### config.mk
export PLATFORM = sky130hd
export DESIGN_NAME = mem_port_arbiter
export DESIGN_NICKNAME = d
export VERILOG_FILES = /design/src/rtl/mem_port_arbiter.sv
export SDC_FILE = /design/constraint.sdc
export NUM_CORES = 1
export LEC_CHECK = 0
export CORE_MARGIN = 4
export CORE_UTILIZATION = 40
export DETAILED_ROUTE_END_ITERATION = 6
export PLACE_DENSITY = 0.78
export SYNTH_ARGS = -nofsm -noshare
export SYNTH_HDL_FRONTEND = slang
export SYNTH_SLANG_ARGS = --single-unit
export TNS_END_PERCENT = 1
### constraint.sdc
create_clock -name clk -period 4.5 [get_ports clk]
set_input_delay 0.9 -clock clk [delete_from_list [all_inputs] [get_ports clk]]
set_output_delay 0.9 -clock clk [all_outputs]
set_load 0.01 [all_outputs]
### src/rtl/mem_port_arbiter.sv
// Round-robin arbiter for one RAM port; req->gnt 1 cycle, mem_finish->done 1 cycle, done then one idle cycle.
// Requesters hold req until their done; the RAM stalls via mem_finish and a watchdog aborts with err.
module mem_port_arbiter #(
   parameter int N_REQ   = 3,
   parameter int AW      = 16,
   parameter int DW      = 16,
   parameter int TIMEOUT = 255
) (
   input  logic                clk,
   input  logic                reset,
   input  logic [N_REQ-1:0]    req,
   input  logic [N_REQ*AW-1:0] req_addr,
   input  logic [N_REQ-1:0]    req_wr,
   input  logic [N_REQ*DW-1:0] req_wdata,
   output logic [N_REQ-1:0]    gnt,
   output logic [N_REQ-1:0]    done,
   output logic                err,
   output logic [DW-1:0]       rdata,
   output logic                busy,
   output logic                mem_enable,
   output logic [AW-1:0]       mem_address,
   output logic                mem_write,
   output logic [DW-1:0]       mem_wdata,
   input  logic [DW-1:0]       mem_rdata,
   input  logic                mem_finish
);

   localparam int IW = $clog2(N_REQ);
   localparam logic [N_REQ-1:0] ONE = N_REQ'(1);

   typedef enum logic [1:0] {S_IDLE, S_WAIT, S_DONE} state_t;

   state_t           state, state_nxt;
   logic [IW-1:0]    rr_ptr, rr_nxt;
   logic [IW-1:0]    cur_idx, idx_nxt;
   logic [15:0]      wd_cnt, wd_nxt;

   logic             pick_vld;
   logic [IW-1:0]    pick_idx;
   int               scan_j;

   logic [N_REQ-1:0] gnt_nxt, done_nxt;
   logic             err_nxt, en_nxt, wr_nxt;
   logic [DW-1:0]    rdata_nxt, wdata_nxt;
   logic [AW-1:0]    addr_nxt;

   // First set request at or after rr_ptr, wrapping modulo N_REQ.
   always_comb begin
      pick_vld = 1'b0;
      pick_idx = '0;
      scan_j   = 0;
      for (int k = 0; k < N_REQ; k++) begin
         scan_j = int'(rr_ptr) + k;
         if (scan_j >= N_REQ) scan_j = scan_j - N_REQ;
         if (!pick_vld && req[scan_j]) begin
            pick_vld = 1'b1;
            pick_idx = IW'(scan_j);
         end
      end
   end

   always_comb begin
      state_nxt = state;
      rr_nxt    = rr_ptr;
      idx_nxt   = cur_idx;
      wd_nxt    = wd_cnt;
      gnt_nxt   = gnt;
      done_nxt  = '0;
      err_nxt   = err;
      rdata_nxt = rdata;
      en_nxt    = mem_enable;
      addr_nxt  = mem_address;
      wr_nxt    = mem_write;
      wdata_nxt = mem_wdata;
      case (state)
         S_IDLE: begin
            gnt_nxt = '0;
            err_nxt = 1'b0;
            en_nxt  = 1'b0;
            wr_nxt  = 1'b0;
            if (pick_vld) begin
               state_nxt = S_WAIT;
               idx_nxt   = pick_idx;
               wd_nxt    = '0;
               gnt_nxt   = ONE << pick_idx;
               en_nxt    = 1'b1;
               addr_nxt  = req_addr[int'(pick_idx)*AW +: AW];
               wr_nxt    = req_wr[pick_idx];
               wdata_nxt = req_wdata[int'(pick_idx)*DW +: DW];
            end
         end
         S_WAIT: begin
            // A finish on the watchdog's last cycle still counts as success.
            if (mem_finish) begin
               state_nxt = S_DONE;
               done_nxt  = ONE << cur_idx;
               err_nxt   = 1'b0;
               rdata_nxt = mem_write ? '0 : mem_rdata;
               en_nxt    = 1'b0;
               wr_nxt    = 1'b0;
            end else if (wd_cnt == 16'(TIMEOUT)) begin
               state_nxt = S_DONE;
               done_nxt  = ONE << cur_idx;
               err_nxt   = 1'b1;
               rdata_nxt = '0;
               en_nxt    = 1'b0;
               wr_nxt    = 1'b0;
            end else begin
               wd_nxt = wd_cnt + 16'd1;
            end
         end
         S_DONE: begin
            state_nxt = S_IDLE;
            gnt_nxt   = '0;
            err_nxt   = 1'b0;
            en_nxt    = 1'b0;
            wr_nxt    = 1'b0;
            if (int'(cur_idx) == N_REQ - 1) rr_nxt = '0;
            else                            rr_nxt = cur_idx + IW'(1);
         end
         default: state_nxt = S_IDLE;
      endcase
   end

   always_ff @(posedge clk) begin
      if (!reset) begin
         state       <= S_IDLE;
         rr_ptr      <= '0;
         cur_idx     <= '0;
         wd_cnt      <= '0;
         gnt         <= '0;
         done        <= '0;
         err         <= 1'b0;
         rdata       <= '0;
         busy        <= 1'b0;
         mem_enable  <= 1'b0;
         mem_address <= '0;
         mem_write   <= 1'b0;
         mem_wdata   <= '0;
      end else begin
         state       <= state_nxt;
         rr_ptr      <= rr_nxt;
         cur_idx     <= idx_nxt;
         wd_cnt      <= wd_nxt;
         gnt         <= gnt_nxt;
         done        <= done_nxt;
         err         <= err_nxt;
         rdata       <= rdata_nxt;
         busy        <= (state_nxt != S_IDLE);
         mem_enable  <= en_nxt;
         mem_address <= addr_nxt;
         mem_write   <= wr_nxt;
         mem_wdata   <= wdata_nxt;
      end
   end

endmodule
==> results of run 1 <==
[worst min path at each step]
stage                    to  slack [ns]         start  cells past startpoint
2_1_floorplan     wd_cnt[1]        0.46     wd_cnt[1]                      2
3_3_place_gp   mem_wdata[1]        0.45  mem_wdata[1]                      2
3_5_place_dp   mem_wdata[6]        0.45  mem_wdata[6]                      2
4_1_cts              gnt[1]        0.47        gnt[1]                      2
5_1_grt              gnt[1]        0.49        gnt[1]                      2
6_report             gnt[1]        0.46        gnt[1]                      2
[routing by layer]
metal,vias up,part of all wire,GRT usage
met5,-,0,0
met4,0,0.0089,0.0419
met3,8,0.096,0.0675
met2,137,0.49,0.350
met1,1788,0.41,0.230
li1,1914,-,-
[synth_stat cells, drive strengths merged (5+ instances only)]
cell type,n
inv,42
o221ai,32
nor2,49
buf,11
or4,5
a22oi,16
o21ai,10
nand4,5
mux2i,42
dfxtp,80
a21oi,10
ha,8
xor2,11
clkbuf,18
nand2b,5
nand2,44
nand3,14
[flip-flops by register name (all words and copies together) (netlist names), 2 cells and up]
| name | cells |
|---|---|
| rdata | 16 |
| gnt | 3 |
| mem_wdata | 16 |
| mem_address | 16 |
| wd_cnt | 16 |
| cur_idx | 2 |
| state | 2 |
| rr_ptr | 2 |
| done | 3 |
[layout make-up]
| class | instances | area (um^2) |
|---|---|---|
| fillers | 821 | 3700 |
| multi-input cells | 296 | 2200 |
| repair buffers | 183 | 1820 |
| flip-flops and latches | 80 | 1600 |
| well taps | 133 | 166 |
| inverters | 42 | 158 |
| clock buffers | 12 | 155 |
| clock inverters | 3 | 65.1 |
[power groups by stage]
stage	Clock [mW]	Sequential, mW	Combinational, mW
floorplan	0	0.848	0.229
CTS	0.604	0.810	0.532
global placement	0	0.824	0.521
finish	0.583	0.809	0.528
global route	0.640	0.818	0.569
detailed placement	0	0.826	0.530
[cell families (layout without fill, tap and decap cells)]
| group | Yosys count | after routing | synth area share |
|---|---|---|---|
| AO/OA/AOI/OAI | 85 | 85 | 0.203 |
| multiplexers | 44 | 44 | 0.109 |
| XOR/XNOR | 12 | 12 | 0.0256 |
| AND/OR/NAND/NOR | 147 | 147 | 0.171 |
| flip-flops | 80 | 80 | 0.390 |
| adder cells (fa/ha/maj) | 8 | 8 | 0.0244 |
| buffers and inverters | 71 | 240 | 0.0774 |
[critical path: cells and delay by family]
family / cells / cell delay [ns]
and+or+nand+nor: 4 / 1.50
AOI/OAI and AO/OA: 2 / 0.70
buffers and inverters: 1 / 0.62
==> impl_metrics.csv, run 1 <==
group,metric,value,unit
grt,grt_pass1_wl,18700,um
power,p_leak,2.45,nW
setup_path,r2r-end,"mem_wdata[14]",
floorplanning,rows,36,
yosys,syn_inst,447,
cts,cts-hold-fix-buffers,0,
drt,totalWireLength,12200,um
cells_and_area,final_cells,749,
floorplanning,start_util,0.416,
cts,cts_tree,"done",
yosys,synth-main-ff-cell,"dfxtp_1",
yosys,synth_nets,576,
cts,clock-sinks,80,
drt,ant_nets,0,
drt,wl_per_cell,16.3,um
cells_and_area,n_antenna_cell,0,
yosys,yosysSeqAreaShare,0.390,
setup_path,reg2reg_from,"rr_ptr[0]",
power,intPower,1.40,mW
cells_and_area,final_cell_mix,"clkdlybuf4s50_1, dfxtp_1, nor2_1",
power,power_frac_comb,0.275,
cells_and_area,final_common_cell,"clkdlybuf4s50_1",
grt,grt_util_all_layers,0.197,
timing,setup_viol,0,
setup_path,startpoint_type,"input port",
cts,clock_path_buffers,2,
yosys,synth-edff-count,0,
yosys,synthesis.area,0.00410,mm^2
yosys,synthArstFlopShare,0,
cts,cts_made_buffers,9,
cells_and_area,nets,741,
power,switching_share,0.269,
place,dp_hpwl,9410,um
yosys,synth_cell_type_count,52,
grt,grt_pass1_vias,3750,
power,p_per_area,312,mW/mm^2
floorplanning,die_h,109,um
place,place_congestion,0.858,
drt,via_per_inst,5.14,
cts,cts_resized,0,
yosys,synth.largest_area_cell,"dfxtp_1",
yosys,synth.area.top_cells,"dfxtp_1, o221ai_2, mux2i_1",
power,total_power,1.92,mW
power,power.share.clock,0.304,
drt,drt_iter0_drc,177,
setup_path,worst-r2r-setup-slack,1.26,ns
cells_and_area,final_cell_area,0.00616,mm^2
setup_path,crit_type,"input port to register",
floorplanning,ioPinCount,179,
place,dp_cells,734,
hold_path,hp-class,"register to register",
yosys,ys_ff_latch,80,
status,outcome,"completed",
setup_path,crit_chain,"clkdlybuf4s50_1, nor2b_4, or4b_4, a311oi_2, nor2_2, or3_2, o221ai_2",
floorplanning,die_x,109,um
drt,drt_pass1_iterations,4,
cts,htreeDepth,3,
setup_path,critPathArrivalTime,3.75,ns
drt,vias,3847,
timing,slew_headroom,0.243,
run,timing.max_cap.violations,0,
timing,hold_viol,0,
grt,antenna_found_initial,0,
timing,fin_crit,3.50,ns
place,placed_area,0.00594,mm^2
setup_path,path_max_fanout,32,
timing,period_share,0.777,
floorplanning,core,0.00986,mm^2
place,io_buffers,178,
cts,clk_transition_reported_paths,0.08,ns
timing,timing.fmax,286,MHz
power,seq_power_share,0.422,
cts,post_cts.repair.setup_buffers,0,
yosys,syn_area_per_cell,9.18,um^2
setup_path,critPathCaptureType,"register",
place,dp_slack,0.691,ns
timing,final.setup.tns,0,ns
timing,rsz0062_at_grt,"false",
grt,grt_max_degree,34,
cts,insertion_delay,0.34,ns
setup_path,endpoint,"mem_wdata[14]",
setup_path,critPathRequiredTime,4.75,ns
timing,tightest_slew,1.13,ns
power,power_switching,517,uW
cells_and_area,drive_above_1_share,0.0974,
floorplanning,die_area,0.0119,mm^2
cells_and_area,utilization,0.625,
power,irDropWorstVdd,0.146,mV
setup_path,rr_worst_depth,7,
timing,worst_slack,1.00,ns
setup_path,crit_slowest_cell,"or3_2",
yosys,synth_top_area_share,0.390,
timing,hold_ws,0.460,ns
cells_and_area,syn_to_final_growth,50.1,%
setup_path,startpoint,"req[1]",
timing,drv_slew,0,
yosys,ys_warn_count,0,
grt,overflow,0,
drt,drc,0,
cts,cts-root-buf,"clkbuf_8",
setup_path,critPathMaxStageDelay,0.86,ns
timing,fin_skew,0.0123,ns
Power figures use the tool's default switching activity.
==> run 2, diff against run 1 <==
clock period = 3.61 ns   (was 4.5 ns; I/O delays follow)
==> run 2 against run 1 <==
Against the previous run: cell area up 1.1%; largest power group unchanged; power up 26%; clock skew down 0.0046 ns; core utilization up 0.71 points; first-iteration DRC count down 14%; final cell count up 0.80%; combinational power up 28%; die area unchanged; critical path type unchanged; largest cell class unchanged; via count up 2.9%; flip-flop and latch count unchanged; critical path depth unchanged; critical endpoint is now mem_wdata[1].
==> impl_metrics.csv, run 2 (same netlist as run 1, synthesis figures left out) <==
group,metric,value,unit
grt,grt_max_degree,33,
hold_path,hp-class,"register to register",
cts,cts_made_buffers,9,
cts,clock_path_buffers,2,
floorplanning,die_h,109,um
cells_and_area,drive_above_1_share,0.106,
grt,grt_pass1_vias,3846,
timing,period_share,0.863,
power,intPower,1.76,mW
setup_path,critPathArrivalTime,3.37,ns
cells_and_area,regArea,0.00160,mm^2
timing,tightest_slew,0.694,ns
setup_path,startpoint_type,"input port",
floorplanning,die_area,0.0119,mm^2
floorplanning,core,0.00986,mm^2
power,total_power,2.42,mW
grt,grt_util_all_layers,0.202,
setup_path,critPathRequiredTime,3.86,ns
power,p_leak,2.49,nW
cells_and_area,syn_to_final_growth,51.8,%
run,timing.max_cap.violations,0,
floorplanning,ioPinCount,179,
drt,drt_pass1_iterations,4,
cells_and_area,nets,747,
cts,cts_resized,0,
timing,fin_crit,3.12,ns
cts,clock-sinks,80,
setup_path,path_max_fanout,32,
timing,slew_headroom,0.534,
cts,clk_transition_reported_paths,0.07,ns
grt,antenna_found_initial,0,
cells_and_area,final_common_cell,"clkdlybuf4s50_1",
status,outcome,"completed",
cts,cts-hold-fix-buffers,0,
power,power_frac_comb,0.279,
cts,cts_tree,"done",
timing,fin_skew,0.00777,ns
floorplanning,rows,36,
power,seq_power_share,0.418,
cells_and_area,multi_input_area,0.00220,mm^2
drt,vias,3958,
cells_and_area,utilization,0.632,
cells_and_area,fillers,827,
cts,post_cts.repair.setup_buffers,0,
cts,htreeDepth,3,
timing,setup_viol,0,
cells_and_area,n_antenna_cell,0,
power,power.share.clock,0.302,
timing,rsz0062_at_grt,"false",
cts,cts-root-buf,"clkbuf_8",
grt,overflow,0,
drt,via_per_inst,5.24,
drt,totalWireLength,12700,um
place,io_buffers,178,
setup_path,crit_type,"input port to register",
cells_and_area,final_cell_area,0.00623,mm^2
timing,timing.fmax,321,MHz
grt,grt_pass1_wl,19100,um
drt,wl_per_cell,16.8,um
place,place_congestion,0.854,
power,p_per_area,388,mW/mm^2
place,dp_hpwl,9780,um
drt,drt_iter0_drc,153,
setup_path,critPathCaptureType,"register",
drt,ant_nets,0,
cts,insertion_delay,0.34,ns
place,placed_area,0.00601,mm^2
floorplanning,start_util,0.416,
drt,drc,0,
power,irDropWorstVdd,0.232,mV
cells_and_area,final_cell_mix,"clkdlybuf4s50_1, dfxtp_1, nor2_1",
power,switching_share,0.272,
timing,final.setup.tns,0,ns
floorplanning,die_x,109,um
timing,hold_viol,0,
power,power_switching,656,uW
timing,drv_slew,0,
[run 2: cell count changes in the layout (fill, tap and decap cells not counted), sizes merged]
cell and delta:
buf +6
[run 2: metal layers]
| layer | part of all wire | global-route usage | up-vias |
|---|---|---|---|
| li1 | - | - | 1924 |
| met1 | 0.39 | 0.232 | 1847 |
| met2 | 0.49 | 0.359 | 168 |
| met3 | 0.097 | 0.0575 | 19 |
| met4 | 0.021 | 0.0712 | 0 |
| met5 | 0 | 0 | - |
[run 2: worst paths after layout]
check,slack [ns],start,cells past startpoint,end
worst max-delay path,0.49,req[1],7,mem_wdata[1]
worst min-delay path,0.46,gnt[0],2,gnt[0]
worst max register to register,0.66,rr_ptr[0],7,mem_wdata[1]
worst min register to register,0.46,gnt[0],2,gnt[0]
[run 2: layout make-up]
cell class	instances	area share
sequential	80	0.257
timing repair buffer	189	0.303
multi-input combinational	296	0.352
inverter	42	0.0253
clock buffer	12	0.0249
clock inverter	3	0.0104
tap	133	0.0267
[run 2: power groups by stage]
stage	logic (mW)	clock network (mW)	registers (mW)
after global placement	0.663	0	1.03
after floorplan	0.285	0	1.06
after detailed placement	0.677	0	1.03
after CTS	0.680	0.755	1.01
after global routing	0.724	0.793	1.02
final	0.675	0.730	1.01
[run 2: stage by stage]
step	hold slack [ns]	worst slack [ns]	instances
3_5_place_dp	0.451	0.175	740
6_report	0.463	0.493	755
2_1_floorplan	0.458	0.999	447
3_3_place_gp	0.447	0.333	740
4_1_cts	0.463	0.532	755
5_1_grt	0.476	0.301	755
[run 2: worst max-delay path, cell delays in order]
cell,delay (ns)
clkdlybuf4s50_1,0.64
mux2i_1,0.18
o22ai_1,0.46
a311oi_2,0.13
or4_2,0.66
buf_4,0.33
o221ai_1,0.23
